**config.mk**
```make
export PLATFORM = sky130hd
export DESIGN_NAME = multicycle_ctrl_fsm_flat
export DESIGN_NICKNAME = d
export VERILOG_FILES = /design/src/rtl/multicycle_ctrl_fsm_pkg.sv /design/src/rtl/multicycle_ctrl_fsm_if.sv /design/src/rtl/multicycle_ctrl_fsm_instr_dec.sv /design/src/rtl/multicycle_ctrl_fsm.sv /design/src/flat_wrapper.sv
export SDC_FILE = /design/constraint.sdc
export NUM_CORES = 1
export LEC_CHECK = 0
export ABC_AREA = 1
export BUFFER_PORTS_ARGS = -buffer_cell sky130_fd_sc_hd__buf_4
export CORE_MARGIN = 3
export CORE_UTILIZATION = 46
export CTS_BUF_LIST = sky130_fd_sc_hd__clkbuf_4
export DETAILED_ROUTE_END_ITERATION = 6
export PLACE_DENSITY = 0.72
export SYNTH_ARGS = -nofsm -noshare
export SYNTH_HDL_FRONTEND = slang
export SYNTH_SLANG_ARGS = --single-unit
```
**constraint.sdc**
```tcl
create_clock -name clk -period 1.2 [get_ports clk]
set_input_delay 0.06 -clock clk [delete_from_list [all_inputs] [get_ports clk]]
set_output_delay 0.06 -clock clk [all_outputs]
set_load 0.01 [all_outputs]
```
**src/rtl/multicycle_ctrl_fsm_pkg.sv**
```systemverilog
`timescale 1ns/1ps
`default_nettype none
// ============================================================================
// riscv_ctrl_pkg : shared state/opcode/select encodings for the RV32I control
// Revision: 1.0
// ============================================================================
package riscv_ctrl_pkg;

  typedef enum logic [3:0] {
    S_FETCH    = 4'd0,
    S_DECODE   = 4'd1,
    S_MEMADR   = 4'd2,
    S_MEMREAD  = 4'd3,
    S_MEMWB    = 4'd4,
    S_MEMWRITE = 4'd5,
    S_EXECR    = 4'd6,
    S_EXECI    = 4'd7,
    S_ALUWB    = 4'd8,
    S_BEQ      = 4'd9,
    S_JAL      = 4'd10,
    S_ILLEGAL  = 4'd11
  } state_t;

  localparam logic [6:0] OP_LW  = 7'b0000011;
  localparam logic [6:0] OP_SW  = 7'b0100011;
  localparam logic [6:0] OP_R   = 7'b0110011;
  localparam logic [6:0] OP_I   = 7'b0010011;
  localparam logic [6:0] OP_BEQ = 7'b1100011;
  localparam logic [6:0] OP_JAL = 7'b1101111;

  localparam logic [1:0] ALUOP_ADD   = 2'b00;
  localparam logic [1:0] ALUOP_SUB   = 2'b01;
  localparam logic [1:0] ALUOP_FUNCT = 2'b10;

  localparam logic [1:0] RES_ALUOUT    = 2'b00;
  localparam logic [1:0] RES_DATA      = 2'b01;
  localparam logic [1:0] RES_ALURESULT = 2'b10;

  localparam logic [1:0] SRCA_PC    = 2'b00;
  localparam logic [1:0] SRCA_OLDPC = 2'b01;
  localparam logic [1:0] SRCA_RS1   = 2'b10;

  localparam logic [1:0] SRCB_RS2  = 2'b00;
  localparam logic [1:0] SRCB_IMM  = 2'b01;
  localparam logic [1:0] SRCB_FOUR = 2'b10;

  localparam logic [1:0] IMM_I = 2'b00;
  localparam logic [1:0] IMM_S = 2'b01;
  localparam logic [1:0] IMM_B = 2'b10;
  localparam logic [1:0] IMM_J = 2'b11;

  typedef struct packed {
    logic       pc_update;
    logic       branch;
    logic       adr_src;
    logic       mem_write;
    logic       ir_write;
    logic       reg_write;
    logic       illegal;
    logic [1:0] result_src;
    logic [1:0] alu_src_a;
    logic [1:0] alu_src_b;
    logic [1:0] alu_op;
  } ctrl_t;

  // Moore output table; anything not set for a state stays 0.
  function automatic ctrl_t state_ctrl(state_t s);
    ctrl_t c;
    c = '0;
    case (s)
      S_FETCH: begin
        c.adr_src = 1'b0; c.ir_write = 1'b1; c.pc_update = 1'b1;
        c.alu_src_a = SRCA_PC; c.alu_src_b = SRCB_FOUR;
        c.alu_op = ALUOP_ADD; c.result_src = RES_ALURESULT;
      end
      S_DECODE: begin
        c.alu_src_a = SRCA_OLDPC; c.alu_src_b = SRCB_IMM; c.alu_op = ALUOP_ADD;
      end
      S_MEMADR: begin
        c.alu_src_a = SRCA_RS1; c.alu_src_b = SRCB_IMM; c.alu_op = ALUOP_ADD;
      end
      S_MEMREAD: begin
        c.result_src = RES_ALUOUT; c.adr_src = 1'b1;
      end
      S_MEMWB: begin
        c.result_src = RES_DATA; c.reg_write = 1'b1;
      end
      S_MEMWRITE: begin
        c.result_src = RES_ALUOUT; c.adr_src = 1'b1; c.mem_write = 1'b1;
      end
      S_EXECR: begin
        c.alu_src_a = SRCA_RS1; c.alu_src_b = SRCB_RS2; c.alu_op = ALUOP_FUNCT;
      end
      S_EXECI: begin
        c.alu_src_a = SRCA_RS1; c.alu_src_b = SRCB_IMM; c.alu_op = ALUOP_FUNCT;
      end
      S_ALUWB: begin
        c.result_src = RES_ALUOUT; c.reg_write = 1'b1;
      end
      S_BEQ: begin
        c.alu_src_a = SRCA_RS1; c.alu_src_b = SRCB_RS2; c.alu_op = ALUOP_SUB;
        c.result_src = RES_ALUOUT; c.branch = 1'b1;
      end
      S_JAL: begin
        c.alu_src_a = SRCA_OLDPC; c.alu_src_b = SRCB_FOUR; c.alu_op = ALUOP_ADD;
        c.result_src = RES_ALUOUT; c.pc_update = 1'b1;
      end
      S_ILLEGAL: c.illegal = 1'b1;
      default: ;
    endcase
    return c;
  endfunction

  function automatic state_t next_state(state_t s, logic [6:0] op, logic trap);
    state_t n;
    n = S_FETCH;
    case (s)
      S_FETCH:  n = S_DECODE;
      S_DECODE: begin
        case (op)
          OP_LW, OP_SW: n = S_MEMADR;
          OP_R:         n = S_EXECR;
          OP_I:         n = S_EXECI;
          OP_BEQ:       n = S_BEQ;
          OP_JAL:       n = S_JAL;
          default:      n = trap ? S_ILLEGAL : S_FETCH;
        endcase
      end
      S_MEMADR:   n = (op == OP_LW) ? S_MEMREAD : S_MEMWRITE;
      S_MEMREAD:  n = S_MEMWB;
      S_EXECR,
      S_EXECI,
      S_JAL:      n = S_ALUWB;
      S_ILLEGAL:  n = S_ILLEGAL;
      // MEMWB, MEMWRITE, ALUWB, BEQ and the unused codes all return to FETCH
      default:    n = S_FETCH;
    endcase
    return n;
  endfunction

endpackage
`default_nettype wire

```
**src/rtl/multicycle_ctrl_fsm_if.sv**
```systemverilog
`timescale 1ns/1ps
`default_nettype none
// ============================================================================
// multicycle_ctrl_fsm_if : opcode/flag inputs and datapath controls of the FSM
// Revision: 1.0
// ============================================================================
interface multicycle_ctrl_fsm_if;
  logic [6:0] op;
  logic       zero;
  logic       pc_write;
  logic       adr_src;
  logic       mem_write;
  logic       ir_write;
  logic [1:0] result_src;
  logic [1:0] alu_src_a;
  logic [1:0] alu_src_b;
  logic [1:0] alu_op;
  logic [1:0] imm_src;
  logic       reg_write;
  logic       illegal;
  logic [3:0] state_dbg;

  modport master (
    output op, zero,
    input  pc_write, adr_src, mem_write, ir_write, result_src, alu_src_a,
           alu_src_b, alu_op, imm_src, reg_write, illegal, state_dbg
  );

  modport slave (
    input  op, zero,
    output pc_write, adr_src, mem_write, ir_write, result_src, alu_src_a,
           alu_src_b, alu_op, imm_src, reg_write, illegal, state_dbg
  );
endinterface
`default_nettype wire

```
**src/rtl/multicycle_ctrl_fsm_instr_dec.sv**
```systemverilog
`timescale 1ns/1ps
`default_nettype none
// ============================================================================
// instr_dec : opcode -> immediate format select, independent of FSM state
// Revision: 1.0
// ============================================================================
module instr_dec
  import riscv_ctrl_pkg::*;
(
  input  logic [6:0] op,
  output logic [1:0] imm_src
);

  always_comb begin
    imm_src = IMM_I;
    case (op)
      OP_LW, OP_I: imm_src = IMM_I;
      OP_SW:       imm_src = IMM_S;
      OP_BEQ:      imm_src = IMM_B;
      OP_JAL:      imm_src = IMM_J;
      default:     imm_src = IMM_I;
    endcase
  end

endmodule
`default_nettype wire

```
**src/rtl/multicycle_ctrl_fsm.sv**
```systemverilog
`timescale 1ns/1ps
`default_nettype none
// ============================================================================
// multicycle_ctrl_fsm : Moore main controller for the multicycle RV32I datapath
// Revision: 1.0
// ============================================================================
module multicycle_ctrl_fsm
  import riscv_ctrl_pkg::*;
#(
  parameter bit ILLEGAL_TRAP = 1'b1
) (
  input  logic                  clk,
  input  logic                  reset,
  multicycle_ctrl_fsm_if.slave  bus
);

  state_t     state;
  state_t     state_next;
  ctrl_t      ctrl;
  logic [1:0] imm_src;

  assign state_next = next_state(state, bus.op, ILLEGAL_TRAP);

  // Controls are registered from the next state so they line up with the state
  // register; reset loads the FETCH selects.
  always_ff @(posedge clk or posedge reset) begin
    if (reset) begin
      state <= S_FETCH;
      ctrl  <= state_ctrl(S_FETCH);
    end else begin
      state <= state_next;
      ctrl  <= state_ctrl(state_next);
    end
  end

  instr_dec u_instr_dec (
    .op      (bus.op),
    .imm_src (imm_src)
  );

  // Write enables are masked by reset so they drop in the same delta it rises,
  // even though the FETCH values held in ctrl would assert them.
  assign bus.pc_write   = (ctrl.pc_update | (ctrl.branch & bus.zero)) & ~reset;
  assign bus.ir_write   = ctrl.ir_write  & ~reset;
  assign bus.mem_write  = ctrl.mem_write & ~reset;
  assign bus.reg_write  = ctrl.reg_write & ~reset;
  assign bus.adr_src    = ctrl.adr_src;
  assign bus.result_src = ctrl.result_src;
  assign bus.alu_src_a  = ctrl.alu_src_a;
  assign bus.alu_src_b  = ctrl.alu_src_b;
  assign bus.alu_op     = ctrl.alu_op;
  assign bus.illegal    = ctrl.illegal;
  assign bus.imm_src    = imm_src;
  assign bus.state_dbg  = state;

endmodule
`default_nettype wire
```
**src/flat_wrapper.sv**
```systemverilog
// flat-port wrapper written by rule: the top's interface ports become plain ports
module multicycle_ctrl_fsm_flat import riscv_ctrl_pkg::*;
#(
  parameter bit ILLEGAL_TRAP = 1'b1
)
  (clk, reset, bus_op, bus_zero, bus_pc_write, bus_adr_src, bus_mem_write, bus_ir_write, bus_result_src, bus_alu_src_a, bus_alu_src_b, bus_alu_op, bus_imm_src, bus_reg_write, bus_illegal, bus_state_dbg);
  multicycle_ctrl_fsm_if bus_i ();
  input  logic clk;
  input  logic reset;
  input wire logic [$bits(bus_i.op)-1:0] bus_op;
  input wire logic [$bits(bus_i.zero)-1:0] bus_zero;
  output wire logic [$bits(bus_i.pc_write)-1:0] bus_pc_write;
  output wire logic [$bits(bus_i.adr_src)-1:0] bus_adr_src;
  output wire logic [$bits(bus_i.mem_write)-1:0] bus_mem_write;
  output wire logic [$bits(bus_i.ir_write)-1:0] bus_ir_write;
  output wire logic [$bits(bus_i.result_src)-1:0] bus_result_src;
  output wire logic [$bits(bus_i.alu_src_a)-1:0] bus_alu_src_a;
  output wire logic [$bits(bus_i.alu_src_b)-1:0] bus_alu_src_b;
  output wire logic [$bits(bus_i.alu_op)-1:0] bus_alu_op;
  output wire logic [$bits(bus_i.imm_src)-1:0] bus_imm_src;
  output wire logic [$bits(bus_i.reg_write)-1:0] bus_reg_write;
  output wire logic [$bits(bus_i.illegal)-1:0] bus_illegal;
  output wire logic [$bits(bus_i.state_dbg)-1:0] bus_state_dbg;
  assign bus_i.op = bus_op;
  assign bus_i.zero = bus_zero;
  assign bus_pc_write = bus_i.pc_write;
  assign bus_adr_src = bus_i.adr_src;
  assign bus_mem_write = bus_i.mem_write;
  assign bus_ir_write = bus_i.ir_write;
  assign bus_result_src = bus_i.result_src;
  assign bus_alu_src_a = bus_i.alu_src_a;
  assign bus_alu_src_b = bus_i.alu_src_b;
  assign bus_alu_op = bus_i.alu_op;
  assign bus_imm_src = bus_i.imm_src;
  assign bus_reg_write = bus_i.reg_write;
  assign bus_illegal = bus_i.illegal;
  assign bus_state_dbg = bus_i.state_dbg;
  multicycle_ctrl_fsm #(.ILLEGAL_TRAP(ILLEGAL_TRAP)) u_core (.clk(clk), .reset(reset), .bus(bus_i));
endmodule
```
# Word-level counts from Yosys, hierarchy flattened

Index checks and enable logic that the tools add are counted.

Add/subtract/negate cells: 0
$mul: 0
Div/mod/pow operators: 0
$lt $le $gt $ge: 0
Equal/unequal tests: 24
Shift-type cells: 0
Muxes and demuxes: 13
Bitwise operators: 7
Reduce and logical (&&, ||, !) cells: 7

Operators by type and width:

| cell                                                | number |
|---|---|
| one-hot mux 6 bit (7 select lines)                  | 1 |
| equality test 4 x 3 -> 1 bit, second input constant | 6 |
| equality test 4 bit, second input constant          | 6 |
| one-hot mux 4 bit (6 select lines)                  | 1 |
| one-hot mux 4 bit (5 select lines)                  | 1 |
| equality test 4 x 2 -> 1 bit, second input constant | 4 |
| equality test 7 x 6 -> 1 bit, second input constant | 2 |
| equality test 7 bit, second input constant          | 2 |
| equality test 4 x 1 -> 1 bit, second input constant | 2 |
| logical NOT 4 bit                                   | 2 |
| OR reduction 2 bit                                  | 4 |
| equality test 7 x 2 -> 1 bit, second input constant | 1 |
| equality test 7 x 5 -> 1 bit, second input constant | 1 |
| 2-to-1 mux 1 bit                                    | 7 |
| one-hot mux 2 bit (3 select lines)                  | 1 |
| AND 1 bit                                           | 5 |
| one-hot mux 2 bit (2 select lines)                  | 1 |
| 2-to-1 mux 3 bit                                    | 1 |
| OR reduction 3 bit                                  | 1 |
| NOT 1 bit                                           | 1 |
| bitwise OR 1 bit                                    | 1 |

Register bits after elaboration: 19
Latch bits: 0
RAM bits: 0
Bits in read-only memories: 0
Memories: 0

# Longest topological paths before layout

Depth in word-level cells: 7
Mapped depth: 10

# Hierarchy

From an unflattened synthesis, not the netlist that was laid out.

Cells, all modules: 136
Area, all modules: 1111.1 µm²

By module, submodules not included:

| module              | instances | cells each | area an instance (µm²) | seq. area each (µm²) |
|---|---|---|---|---|
| multicycle_ctrl_fsm | 1         | 119        | 1042.2                 | 480.5 |
| instr_dec           | 1         | 17         | 68.8                   | 0.0 |

# Least setup slack after synthesis

No wires, ideal clock.

Kind: reg2reg
Start: register u_core.state[3], in the netlist u_core.bus.state_dbg[3]
End: register u_core.ctrl (netlist bit u_core.bus.alu_src_a[1])
Setup time: 0.127 ns
Data arrival time: 1.248 ns
Data required time: 1.073 ns
Path slack: -0.175 ns
Cell stages (with the launch flop): 9
Period minus slack after synthesis: 1.375 ns
Path through: dfrtp_1 nor2_4 inv_2 nor2_4 nand2_1 a21oi_4 nor2_2 nand4_1 nand3_1

Longest elaborated chain between the ends: 5

Ends and longest elaborated chain:

| item                                                                       | line                           | source |
|---|---|---|
| start, declared                                                            | multicycle_ctrl_fsm.sv:17      | `state_t state;` |
| start signal, assigned                                                     | multicycle_ctrl_fsm.sv:31      | `state <= state_next;` |
| equality test 4 x 3 -> 1 bit / equality test 4 bit (equally long branches) | multicycle_ctrl_fsm_pkg.sv:117 | `case (s)` |
| OR reduction 3 bit                                                         | multicycle_ctrl_fsm_pkg.sv:117 |  |
| one-hot mux 4 bit (6 select lines) *                                       | multicycle_ctrl_fsm_pkg.sv:117 |  |
| net u_core.state_next[3]                                                   | multicycle_ctrl_fsm.sv:18      | `state_t state_next;` |
| equality test 4 bit (tied with other cells)                                | multicycle_ctrl_fsm_pkg.sv:70  | `case (s)` |
| one-hot mux 6 bit (7 select lines) *                                       | multicycle_ctrl_fsm_pkg.sv:70  |  |
| end signal, assigned                                                       | multicycle_ctrl_fsm.sv:29      | `ctrl <= state_ctrl(S_FETCH);` |
| end signal, assigned                                                       | multicycle_ctrl_fsm.sv:32      | `ctrl <= state_ctrl(state_next);` |
| end, declared                                                              | multicycle_ctrl_fsm.sv:19      | `ctrl_t ctrl;` |

The timed path passes the listed nets; every way through them passes the cells marked *.

# Worst setup path after layout

Start: register u_core.state[2], in the netlist u_core.bus.state_dbg[2]
End: register u_core.ctrl (netlist bit u_core.bus.alu_src_b[0])

The elaborated chain is that of the path after synthesis.

==> out/results.tsv <==
metric	value	unit
hold_end	u_core.bus.state_dbg[2]	
arrival	1.64	ns
yosysWarnings	0	
ir_drop	0.00182	V
area_delta_synth_final	56.9	%
clkTransAtPathRegs	0.10	ns
worstHoldPathType	in2reg	
grtUsageTotal	0.189	
path_cells	nor2_4 -> inv_2 -> nor2_4 -> nand2_2 -> a21oi_4 -> nor2_4 -> nand4_1 -> nand3_1	
die_h	50.7	um
cts-root-buf	clkbuf_4	
cts_sinks	18	
relSlewSlack	0.799	
power.net_switching	0.00146	W
crit_required	1.37	ns
drt-initial-drc-count	24	
grt_start_max_net_pins	19	
critPathSlowestCell	dfrtp_2	
grt_pass1_wl	3680	um
syn-num-nets	123	
fmax	0.679	GHz
layout_common_cells	buf_4, inv_1, nand2_1, dfrtp_1, nor2_1	
swShare	0.402	
outcome	finished, violations left	
synth_area	920	sq um
ys_ff_latch	18	
gr-total-overflow	0	
num-fill-cells	121	
r2r_slack	-0.27	ns
antenna_found_initial	0	
hold_viol	0	
die_w	50.7	um
fin_tns_setup	-2.27	ns
seqPwrFrac	0.277	
finalClockSkew	0.00519	ns
crit_path_end_kind	register	
vias	875	
r2r-end	u_core.bus.alu_src_b[0]	
power_frac_comb	0.642	
final_nets	178	
drive_gt1_frac	0.557	
r2r-start	u_core.bus.state_dbg[2]	
worstSetupPathType	reg2reg	
p_leak	0.843	nW
utilization	0.801	
dp_hpwl	1580	um
violations	negative setup slack	
hold_path_depth	4	
clk-insertion-delay-late	0.28	ns
cts-htree-levels	1	
fin_crit_sh	1.23	
die_area	2570	sq um
wire_per_inst	11.7	um
p_int	0.00218	W
start_util	0.510	
routed_wl	2240	um
crit_family	simple AND/OR/NAND/NOR gates	
cp_common_cell	nor2_4	
num_antenna_cells	0	
yosysSeqAreaShare	0.494	
worst_slack	-0.272	ns
clockBufferDepth	2	
max-cap-violations	0	
rsz0062_at_grt	yes	
setup_violations	12	
syn_inst	113	
rows	15	
period_minus_slack	1.47	ns
reg2regPathDepth	8	
hp-start	bus_op[6]	
cts_made_buffers	3	
tightest_slew	0.300	ns
core_area	1800	sq um
ys_types	20	
critPathMaxStageDelay	0.44	ns
drtPass1Iterations	4	
place.gp.congestion	0.866	
crit_fanout	5	
critPathBufInv	1	
syn_avg_cell_area	8.14	sq um
port_buffers	29	
critPathLaunchType	register	
viasPerCell	4.56	
first_global_vias	863	
final_common_cell	buf_4	
power_frac_clock	0.081	
cts_tree	yes	
ios	30	
power.density	2530	nW/um^2
drv_slew	0	
ant_nets	0	
drc	0	
routing by layer:
layer | vias up | part of all wire | global-route usage
li1 | 442 | - | -
met1 | 390 | 0.41 | 0.227
met2 | 37 | 0.50 | 0.341
met3 | 6 | 0.066 | 0.0326
met4 | 0 | 0.019 | 0.0538
met5 | - | 0 | 0
tightest hold or removal path: stages:
cell     delay (ns)
buf_4          0.10
nor2_1         0.07
nand3_4        0.10
nand3_4        0.08
registers in the layout (all words and copies together), names as in the netlist:
register / count
u_core.bus.adr_src: 1
u_core.ctrl: 5
u_core.bus.alu_op: 2
u_core.bus.state_dbg: 4
u_core.bus.result_src: 1
u_core.bus.illegal: 1
u_core.bus.alu_src_a: 2
u_core.bus.alu_src_b: 2
cell families after synthesis:
kind of cell,Yosys count,share of synthesized area
AO/OA/AOI/OAI,5,0.0422
AND/OR/NAND/NOR,57,0.297
flip-flops,18,0.494
buffers and inverters,33,0.167
timing repair:
action | in CTS | in global routing
hold buffers | 1 | 0
buffers inserted | 4 | 4
endpoints found under the setup margin | 11 | 16
pin swaps | 1 | 6
endpoints found under the hold margin | 15 | 0
gates resized for setup | 4 | 20
worst max path at each step:
stage	start	end	cells past startpoint
after floorplan	u_core.bus.state_dbg[2]	u_core.bus.alu_src_a[1]	8
after global placement	u_core.bus.state_dbg[2]	u_core.bus.alu_src_b[0]	8
after detailed placement	u_core.bus.state_dbg[1]	u_core.bus.alu_src_a[1]	8
after CTS	u_core.bus.state_dbg[2]	u_core.bus.alu_src_b[1]	7
after global routing	u_core.bus.state_dbg[2]	u_core.bus.alu_src_b[0]	9
final	u_core.bus.state_dbg[2]	u_core.bus.alu_src_b[0]	8
final cells by class:
cell class,instances,area [sq um],share of cell area
flip-flops and latches,18,457,0.317
well taps,25,31.3,0.0217
multi-input cells,62,382,0.265
inverters,25,93.8,0.0650
clock inverters,1,3.75,0.00260
clock buffers,3,22.5,0.0156
repair buffers,58,453,0.314
power groups by stage:
stage	combinational, W	clock, W	sequential, W
after floorplan	0.000978	0	0.00104
after global placement	0.00173	0	0.000995
after detailed placement	0.00178	0	0.00101
after CTS	0.00195	0.000300	0.00100
after global routing	0.00255	0.000338	0.00104
final	0.00234	0.000296	0.00101
synthesized netlist by cell type:
cell type / n / area (sq um)
buf_4: 8 / 60.1
o31ai_1: 1 / 7.51
a21oi_1: 2 / 10.0
a21oi_4: 1 / 16.3
and3_2: 1 / 7.51
dfstp_2: 3 / 78.8
nor2_4: 2 / 22.5
nand3_1: 9 / 45.0
o21ai_1: 1 / 5.00
nor2_2: 2 / 12.5
inv_1: 22 / 82.6
nand2_1: 23 / 86.3
dfrtp_1: 15 / 375
inv_2: 3 / 11.3
nor3_1: 1 / 5.00
nand3_2: 1 / 10.0
nor3_2: 1 / 10.0
nand2_2: 2 / 12.5
nand4_1: 2 / 12.5
nor2_1: 13 / 48.8
through the flow:
step | setup WS, ns | power (W) | cells | cell area (sq um) | hold slack [ns]
after floorplan | -0.146 | 0.00201 | 113 | 926 | -0.00369
after global placement | -0.173 | 0.00273 | 179 | 1260 | 0.117
after detailed placement | -0.183 | 0.00279 | 179 | 1260 | 0.136
after CTS | -0.204 | 0.00325 | 188 | 1340 | 0.240
after global routing | -0.363 | 0.00392 | 192 | 1440 | 0.183
final | -0.272 | 0.00364 | 192 | 1440 | 0.168
Power figures use the tool's default switching activity.
